[config.mk]
export PLATFORM = sky130hd
export DESIGN_NAME = bcd_to_bin_seq
export DESIGN_NICKNAME = d
export VERILOG_FILES = /design/src/rtl/bcd_to_bin_seq.sv
export SDC_FILE = /design/constraint.sdc
export NUM_CORES = 1
export LEC_CHECK = 0
export BUFFER_PORTS_ARGS = -buffer_cell sky130_fd_sc_hd__clkbuf_2
export CAP_MARGIN = 20
export CORE_AREA = 2 2 68 70
export CTS_CLUSTER_DIAMETER = 50
export CTS_CLUSTER_SIZE = 40
export DETAILED_ROUTE_END_ITERATION = 16
export DIE_AREA = 0 0 70 72
export PLACE_DENSITY = 0.76
export RECOVER_POWER = 100
export SETUP_SLACK_MARGIN = 0.4
export SYNTH_ARGS = -nofsm -noshare
export SYNTH_HDL_FRONTEND = slang
export SYNTH_SLANG_ARGS = --single-unit
export TNS_END_PERCENT = 5
[constraint.sdc]
create_clock -name clk -period 1.52 [get_ports clk]
set_input_delay 0.304 -clock clk [delete_from_list [all_inputs] [get_ports clk]]
set_output_delay 0.304 -clock clk [all_outputs]
set_load 0.05 [all_outputs]
[src/rtl/bcd_to_bin_seq.sv]
// Sequential 4-digit BCD to binary converter (reverse double-dabble), one bit per clock.
// Start/ready/done handshake; a start carrying a non-decimal digit is rejected with err_tick.
module bcd_to_bin_seq #(
    parameter int OUTPUT_WIDTH = 14
) (
    input  logic                    clk,
    input  logic                    reset_n,
    input  logic                    start,
    input  logic [3:0]              bcd_in [3:0],
    output logic [OUTPUT_WIDTH-1:0] bin_out,
    output logic                    ready,
    output logic                    done_tick,
    output logic                    err_tick
);

    localparam int IW = $clog2(OUTPUT_WIDTH + 1);

    typedef enum logic [1:0] {S_IDLE, S_CONVERT, S_DONE} state_t;

    state_t                  state_reg, state_next;
    logic [3:0]              bcd_shift_reg [3:0];
    logic [3:0]              bcd_shift_next [3:0];
    logic [3:0]              bcd_step [3:0];
    logic [OUTPUT_WIDTH-1:0] bin_shift_reg, bin_shift_next, bin_step;
    logic [OUTPUT_WIDTH-1:0] bin_out_reg, bin_out_next;
    logic [IW-1:0]           index_reg, index_next;
    logic                    err_reg, err_next;
    logic [3:0]              digit_ok;

    // One shift step of the whole chain: each digit takes its upper neighbour's LSB
    // as its new MSB, then digits >= 8 are corrected by subtracting 3.
    genvar gi;
    generate
        for (gi = 0; gi < 4; gi++) begin : g_digit
            logic [3:0] shifted;
            if (gi == 3) begin : g_top
                assign shifted = {1'b0, bcd_shift_reg[gi][3:1]};
            end else begin : g_low
                assign shifted = {bcd_shift_reg[gi+1][0], bcd_shift_reg[gi][3:1]};
            end
            assign bcd_step[gi] = (shifted >= 4'd8) ? (shifted - 4'd3) : shifted;
            assign digit_ok[gi] = (bcd_in[gi] <= 4'd9);
        end
    endgenerate

    assign bin_step = {bcd_shift_reg[0][0], bin_shift_reg[OUTPUT_WIDTH-1:1]};

    always_comb begin
        state_next     = state_reg;
        bcd_shift_next = bcd_shift_reg;
        bin_shift_next = bin_shift_reg;
        bin_out_next   = bin_out_reg;
        index_next     = index_reg;
        err_next       = 1'b0;
        case (state_reg)
            S_IDLE: begin
                if (start) begin
                    if (&digit_ok) begin
                        bcd_shift_next = bcd_in;
                        bin_shift_next = '0;
                        index_next     = IW'(OUTPUT_WIDTH - 1);
                        state_next     = S_CONVERT;
                    end else begin
                        err_next = 1'b1;
                    end
                end
            end
            S_CONVERT: begin
                bcd_shift_next = bcd_step;
                bin_shift_next = bin_step;
                if (index_reg == '0) begin
                    bin_out_next = bin_step;
                    state_next   = S_DONE;
                end else begin
                    index_next = index_reg - IW'(1);
                end
            end
            S_DONE: begin
                state_next = S_IDLE;
            end
            default: begin
                state_next = S_IDLE;
            end
        endcase
    end

    always_ff @(posedge clk) begin
        if (!reset_n) begin
            state_reg     <= S_IDLE;
            for (int i = 0; i < 4; i++) begin
                bcd_shift_reg[i] <= '0;
            end
            bin_shift_reg <= '0;
            bin_out_reg   <= '0;
            index_reg     <= '0;
            err_reg       <= 1'b0;
        end else begin
            state_reg     <= state_next;
            bcd_shift_reg <= bcd_shift_next;
            bin_shift_reg <= bin_shift_next;
            bin_out_reg   <= bin_out_next;
            index_reg     <= index_next;
            err_reg       <= err_next;
        end
    end

    assign bin_out   = bin_out_reg;
    assign ready     = (state_reg == S_IDLE);
    assign done_tick = (state_reg == S_DONE);
    assign err_tick  = err_reg;

endmodule

==> metrics.txt, run 1 <==
post-route ant nets 0; fin cells 351; Worst path max stage delay 0.37 ns; worst reg2reg path depth 7; number of flops mapped to enable cells by yosys 0; list of most frequent post-synthesis cells 50 x dfxtp_1, 42 x nand2_1, 18 x a21boi_0, 13 x a22o_1, 9 x nor2_1; Cell Rows 24; final setup vio count 0; Die X 70 µm; initial core utilization 54.3%; DRC viols 0; largest net degree at the start of global routing 23; Setup TNS 0 ns; Area growth syn-to-layout 24.4%; Largest register FFs 16; IO Port Bufs 35; Worst setup EP type flip-flop; LEAKAGE 0.00117 µW; Final Critical Period 1.44 ns; Mapped Cells 243; crit path DAT 1.65 ns; drt wl/cell 15.6 µm; CTS clk-pin slew, worst paths 0.10 ns; Worst VDD drop 0.452 mV; post-synth top area share 43.3%; Syn. warnings 0; crit path from index_reg[0]$_SDFFE_PN0P_; Startpoint Class flip-flop; Clock Latency Late Sink 0.32 ns; #FFs+latches synth 50; critical path depth in cells 7; gr usage total 22.2%; Congestion Overflow GR 0; vias in the first global route 1837; status completed; FF-to-FF Start index_reg[0]$_SDFFE_PN0P_; total vias in the final route 2000; Core Util, Final 67.5%; Cells after DPL 328; Initial DRC Count 110; Max Fclk 0.696 GHz; Ant. Diodes 0; Slew Limit Fails 0; Crit Path Max Fanout 4; Final Hold Fails 0; WHS Path Cells 2; root buf cell clkbuf_8; detailed placement HPWL 3460 µm; die area 0.00504 mm²; GP Congestion 0.774; Synth Flop Type dfxtp_1; area leader, netlist dfxtp_1; first-pass GRT wire length 8740 µm; detailed-router iteration count before antenna repair 4; Buf/Inv on CP 2; sequential area share after synthesis 43.3%; Async S/R FF share, synth 0%; H-tree levels 2; antenna violations before repair 0; Synth area leaders dfxtp_1 43%, nand2_1 6.8%, a21boi_0 5.8%; maxcap violations 0; Tcrit/Tclk final 94.5%; Post-Syn Area 0.00231 mm²; Final Power 2580 µW; CTS max path bufs 2; CP delay by family, top flip-flops; final WL 5490 µm; CP Class reg -> reg; syn nets 270; CTS tree yes; most instantiated library cell after synthesis dfxtp_1; Worst Skew 0.00864 ns; synthesized area per cell 9.52 µm²; core area 0.00426 mm²; hold path start bcd_in[15]; Via-to-Cell Ratio 5.70; RSZ-0062 raised after global routing true; Slew HR 76.5%; share of post-route cells with drive strength above 1 32.1%; cts bufs inserted 5; Worst EP required 1.74 ns; Crit-path slowest cell dfxtp_1; Tightest Pin Transition 0.352 ns; die height 72 µm; HP Class in -> reg; crit-path cells inv_2 -> ha_4 -> nor3b_4 -> buf_6 -> nor2_4 -> nor2_1 -> a211oi_1; pwr dens 897 mW/mm²; Netlist cell types 45; IO Count 36; nets@finish 325; CTS sink count 50
## power by group
group          leakage [µW]  internal [µW]  switching [µW]  total (µW)
clock network     0.0000506            345             501         846
logic              0.000718            170             196         366
registers          0.000407           1340            33.3        1370
total               0.00117           1850             730        2580
## worst register-to-register path, cell delays in order (launching register included)
cell and delay (ns):
dfxtp_1 0.37, inv_2 0.07, ha_4 0.15, nor3b_4 0.15, buf_6 0.13, nor2_4 0.12
nor2_1 0.06, a211oi_1 0.29
## logic make-up (layout without fill, tap and decap cells)
family / count (synthesis) / after routing / synth area share [%]
compound gates: 71 / 71 / 25.1
xor+xnor: 6 / 6 / 2.27
fa+ha+maj: 8 / 8 / 4.33
buf+inv: 22 / 77 / 4.92
flops: 50 / 50 / 43.3
mux: 9 / 9 / 4.06
simple gates: 77 / 78 / 16.1
## placed cells by master (no fill, tap or decap), types with 6 or more instances in the layout
master | synthesis | routed
dfxtp_1 | 50 | 46
nand2_1 | 42 | 40
clkbuf_2 | 0 | 38
buf_4 | 5 | 17
a22o_1 | 13 | 13
a21boi_0 | 18 | 13
nor2_1 | 9 | 8
a21boi_1 | 2 | 7
ha_1 | 8 | 7
inv_1 | 8 | 6
o221a_1 | 6 | 6
mux2i_1 | 6 | 6
o31a_1 | 6 | 6
## routing by layer
layer  part of all wire (%)  track usage (%)  vias up
met5                      0                0        -
met4                    2.5             8.55        0
met3                    3.2             4.58       16
met2                     48             37.6       44
met1                     46             28.2      965
li1                       -                -      975
## path summary, 6_finish.rpt
path	slack, ns	end
setup / recovery	0.08	index_reg[2]$_SDFFE_PN0P_
hold / removal	0.27	bcd_shift_reg[15]$_SDFFE_PN0P_
setup reg to reg	0.08	index_reg[2]$_SDFFE_PN0P_
hold reg to reg	0.46	bin_out[6]$_SDFFE_PN0P_
## area by class of cell
type                       count  area (µm²)
clock buffer                   5        68.8
clock inverter                 3        28.8
fill                         354        1390
inverter                       8        30.0
multi-input combinational    172        1310
sequential                    50        1010
tap                           52        65.1
timing repair buffer          61         372
## metrics by stage
stage          setup slack (ns)  cell area, µm²  hold slack (ns)
3_3_place_gp             -0.111            2640            0.440
6_report                 0.0839            2880            0.270
3_5_place_dp            -0.0779            2640            0.445
5_1_grt                  0.0363            2880            0.291
2_1_floorplan             0.228            2390            0.432
4_1_cts                   0.149            2860            0.265
## repair_timing
item | 4_1_cts | 5_1_grt
hold buffers | 0 | 0
cloned | 1 | 0
endpoints found under the setup margin | 66 | 67
resized for setup | 12 | 9
pin swaps | 3 | 2
endpoints found under the hold margin | 0 | 0
setup buffers | 8 | 6
Power figures use the tool's default switching activity.
==> run 2: changes to the inputs <==
- BUFFER_PORTS_ARGS: -buffer_cell sky130_fd_sc_hd__clkbuf_2 -> not set
- CORE_AREA: 2 2 68 70 -> 2 2 66 68
- DIE_AREA: 0 0 70 72 -> 0 0 68 70
- DONT_BUFFER_PORTS: not set -> 1
- GPL_TIMING_DRIVEN: not set -> 0
- PLACE_DENSITY: 0.76 -> 0.73
==> run 2 against run 1 <==
Net effect:
- wire length down 11%
- largest cell class unchanged
- sequential share of layout area is 3.0 points higher
- via count down 9.4%
- global-route usage rose by 0.65 points
- highest routed layer unchanged
- clock skew shrank 0.0015 ns
- non-clock buffer count down 35
- clock power shrank 14%
- combinational power down 23%
- worst setup slack better by 0.024 ns
- sequential power about the same
- hold slack got worse by 0.11 ns
- cell area decreased by 7.8%
==> metrics.txt, run 2 (synthesis gave the netlist of run 1 again) <==
status completed; Worst EP required 1.77 ns; Largest register FFs 16; drt wl/cell 15.6 µm; Crit-path slowest cell dfxtp_4; detailed placement HPWL 3370 µm; final setup vio count 0; Crit Path Max Fanout 10; Clock Latency Late Sink 0.30 ns; GP Congestion 0.830; Area growth syn-to-layout 14.8%; IO Port Bufs 0; Reg area 0.00101 mm²; core area 0.00414 mm²; most common cell after layout, fill and taps aside dfxtp_1; Via-to-Cell Ratio 5.77; Buf/Inv on CP 2; pwr dens 899 mW/mm²; r2r setup slk 0.11 ns; LEAKAGE 0.000997 µW; Multi-input gate area 0.00129 mm²; antenna violations before repair 0; HP Class in -> reg; RSZ-0062 raised after global routing true; gr usage total 22.9%; most frequent cells in the layout 48 x dfxtp_1, 40 x nand2_1, 13 x a22o_1; crit-path cells and2b_1 -> buf_6 -> clkbuf_2 -> a21boi_0 -> o221a_1; post-route ant nets 0; Worst VDD drop 0.365 mV; Final Critical Period 1.41 ns; CTS tree yes; share of post-route cells with drive strength above 1 20.2%; CP Class reg -> reg; final WL 4890 µm; Tcrit/Tclk final 92.9%; CTS clk-pin slew, worst paths 0.09 ns; Worst path max stage delay 0.39 ns; Worst setup EP type flip-flop; cts bufs inserted 5; nets@finish 289; die area 0.00476 mm²; Max Fclk 0.708 GHz; detailed-router iteration count before antenna repair 4; Cell Rows 24; initial core utilization 55.8%; CTS max path bufs 2; maxcap violations 0; Slew Limit Fails 0; largest net degree at the start of global routing 15; first-pass GRT wire length 8250 µm; CP delay by family, top compound AO/OA/AOI/OAI gates; Ant. Diodes 0; Die X 68 µm; Setup TNS 0 ns; Final Hold Fails 0; Initial DRC Count 127; fill count 355; crit path DAT 1.66 ns; total vias in the final route 1812; Tightest Pin Transition 0.521 ns; Congestion Overflow GR 0; Startpoint Class flip-flop; CTS sink count 50; root buf cell clkbuf_8; WHS 0.158 ns; IO Count 36; DRC viols 0; H-tree levels 2; Worst Skew 0.00716 ns; Slew HR 65.2%; die height 70 µm; vias in the first global route 1749
-- run 2: cell types whose count changed in the layout (fill, tap and decap cells not counted), moves of 2 or more --
cell,change
clkbuf_1,+3
buf_4,-5
clkbuf_2,-35
dfxtp_1,+2
and2_4,-2
dfxtp_2,-3
buf_6,+2
clkinv_2,+2
-- run 2: layer usage --
| layer | part of all wire (%) | vias to the layer above | GRT usage, % |
|---|---|---|---|
| li1 | - | 900 | - |
| met1 | 45 | 849 | 30.7 |
| met2 | 47 | 57 | 35.1 |
| met3 | 7.2 | 6 | 7.09 |
| met4 | 1.1 | 0 | 6.67 |
| met5 | 0 | - | 0 |
-- run 2: worst reg2reg max path: stages (launching register included) --
cell      delay (ns)
dfxtp_4         0.39
and2b_1         0.19
buf_6           0.14
clkbuf_2        0.19
a21boi_0        0.25
o221a_1         0.20
-- run 2: metrics by stage --
stage / setup slack (ns) / power, µW / util, % / instance area (µm²) / cells
2_1_floorplan: 0.228 / 1600 / - / 2390 / 243
3_3_place_gp: 0.0425 / 1650 / 59.2 / 2450 / 295
3_5_place_dp: 0.0316 / 1650 / 59.2 / 2450 / 295
4_1_cts: 0.119 / 2400 / 63.8 / 2640 / 310
5_1_grt: 0.0319 / 2480 / 64.1 / 2660 / 314
6_report: 0.107 / 2390 / 64.1 / 2660 / 314
-- run 2: layout make-up --
class / count / share of cell area, %
buffer: 14 / 3.68
clock buffer: 5 / 2.59
clock inverter: 2 / 0.377
inverter: 8 / 1.13
multi-input combinational: 171 / 48.8
sequential: 50 / 38.0
tap: 52 / 2.45
timing repair buffer: 12 / 3.02
-- run 2: where the power goes --
group          internal [µW]  leakage (µW)  switching, µW
clock network            310     0.0000438            416
registers               1340      0.000406           40.8
logic                    135      0.000547            147
total                   1780      0.000997            605
-- run 2: worst paths after layout --
check / startpoint / to / depth (start not counted)
setup / recovery: state_reg[1]$_SDFFE_PN0P_ / bcd_shift_reg[6]$_SDFFE_PN0P_ / 5
hold reg to reg: bcd_shift_reg[13]$_SDFFE_PN0P_ / bcd_shift_reg[13]$_SDFFE_PN0P_ / 2
hold / removal: bcd_in[15] / bcd_shift_reg[15]$_SDFFE_PN0P_ / 1
setup reg to reg: state_reg[1]$_SDFFE_PN0P_ / bcd_shift_reg[6]$_SDFFE_PN0P_ / 5
-- run 2: what timing repair did --
action                                  4_1_cts  5_1_grt
pin swaps                                     5        2
endpoints found under the setup margin       67       67
hold endpoints to repair                      0        0
hold buffers                                  0        0
resized for setup                            17        1
gates cloned                                  2        0
buffers inserted                              6        4
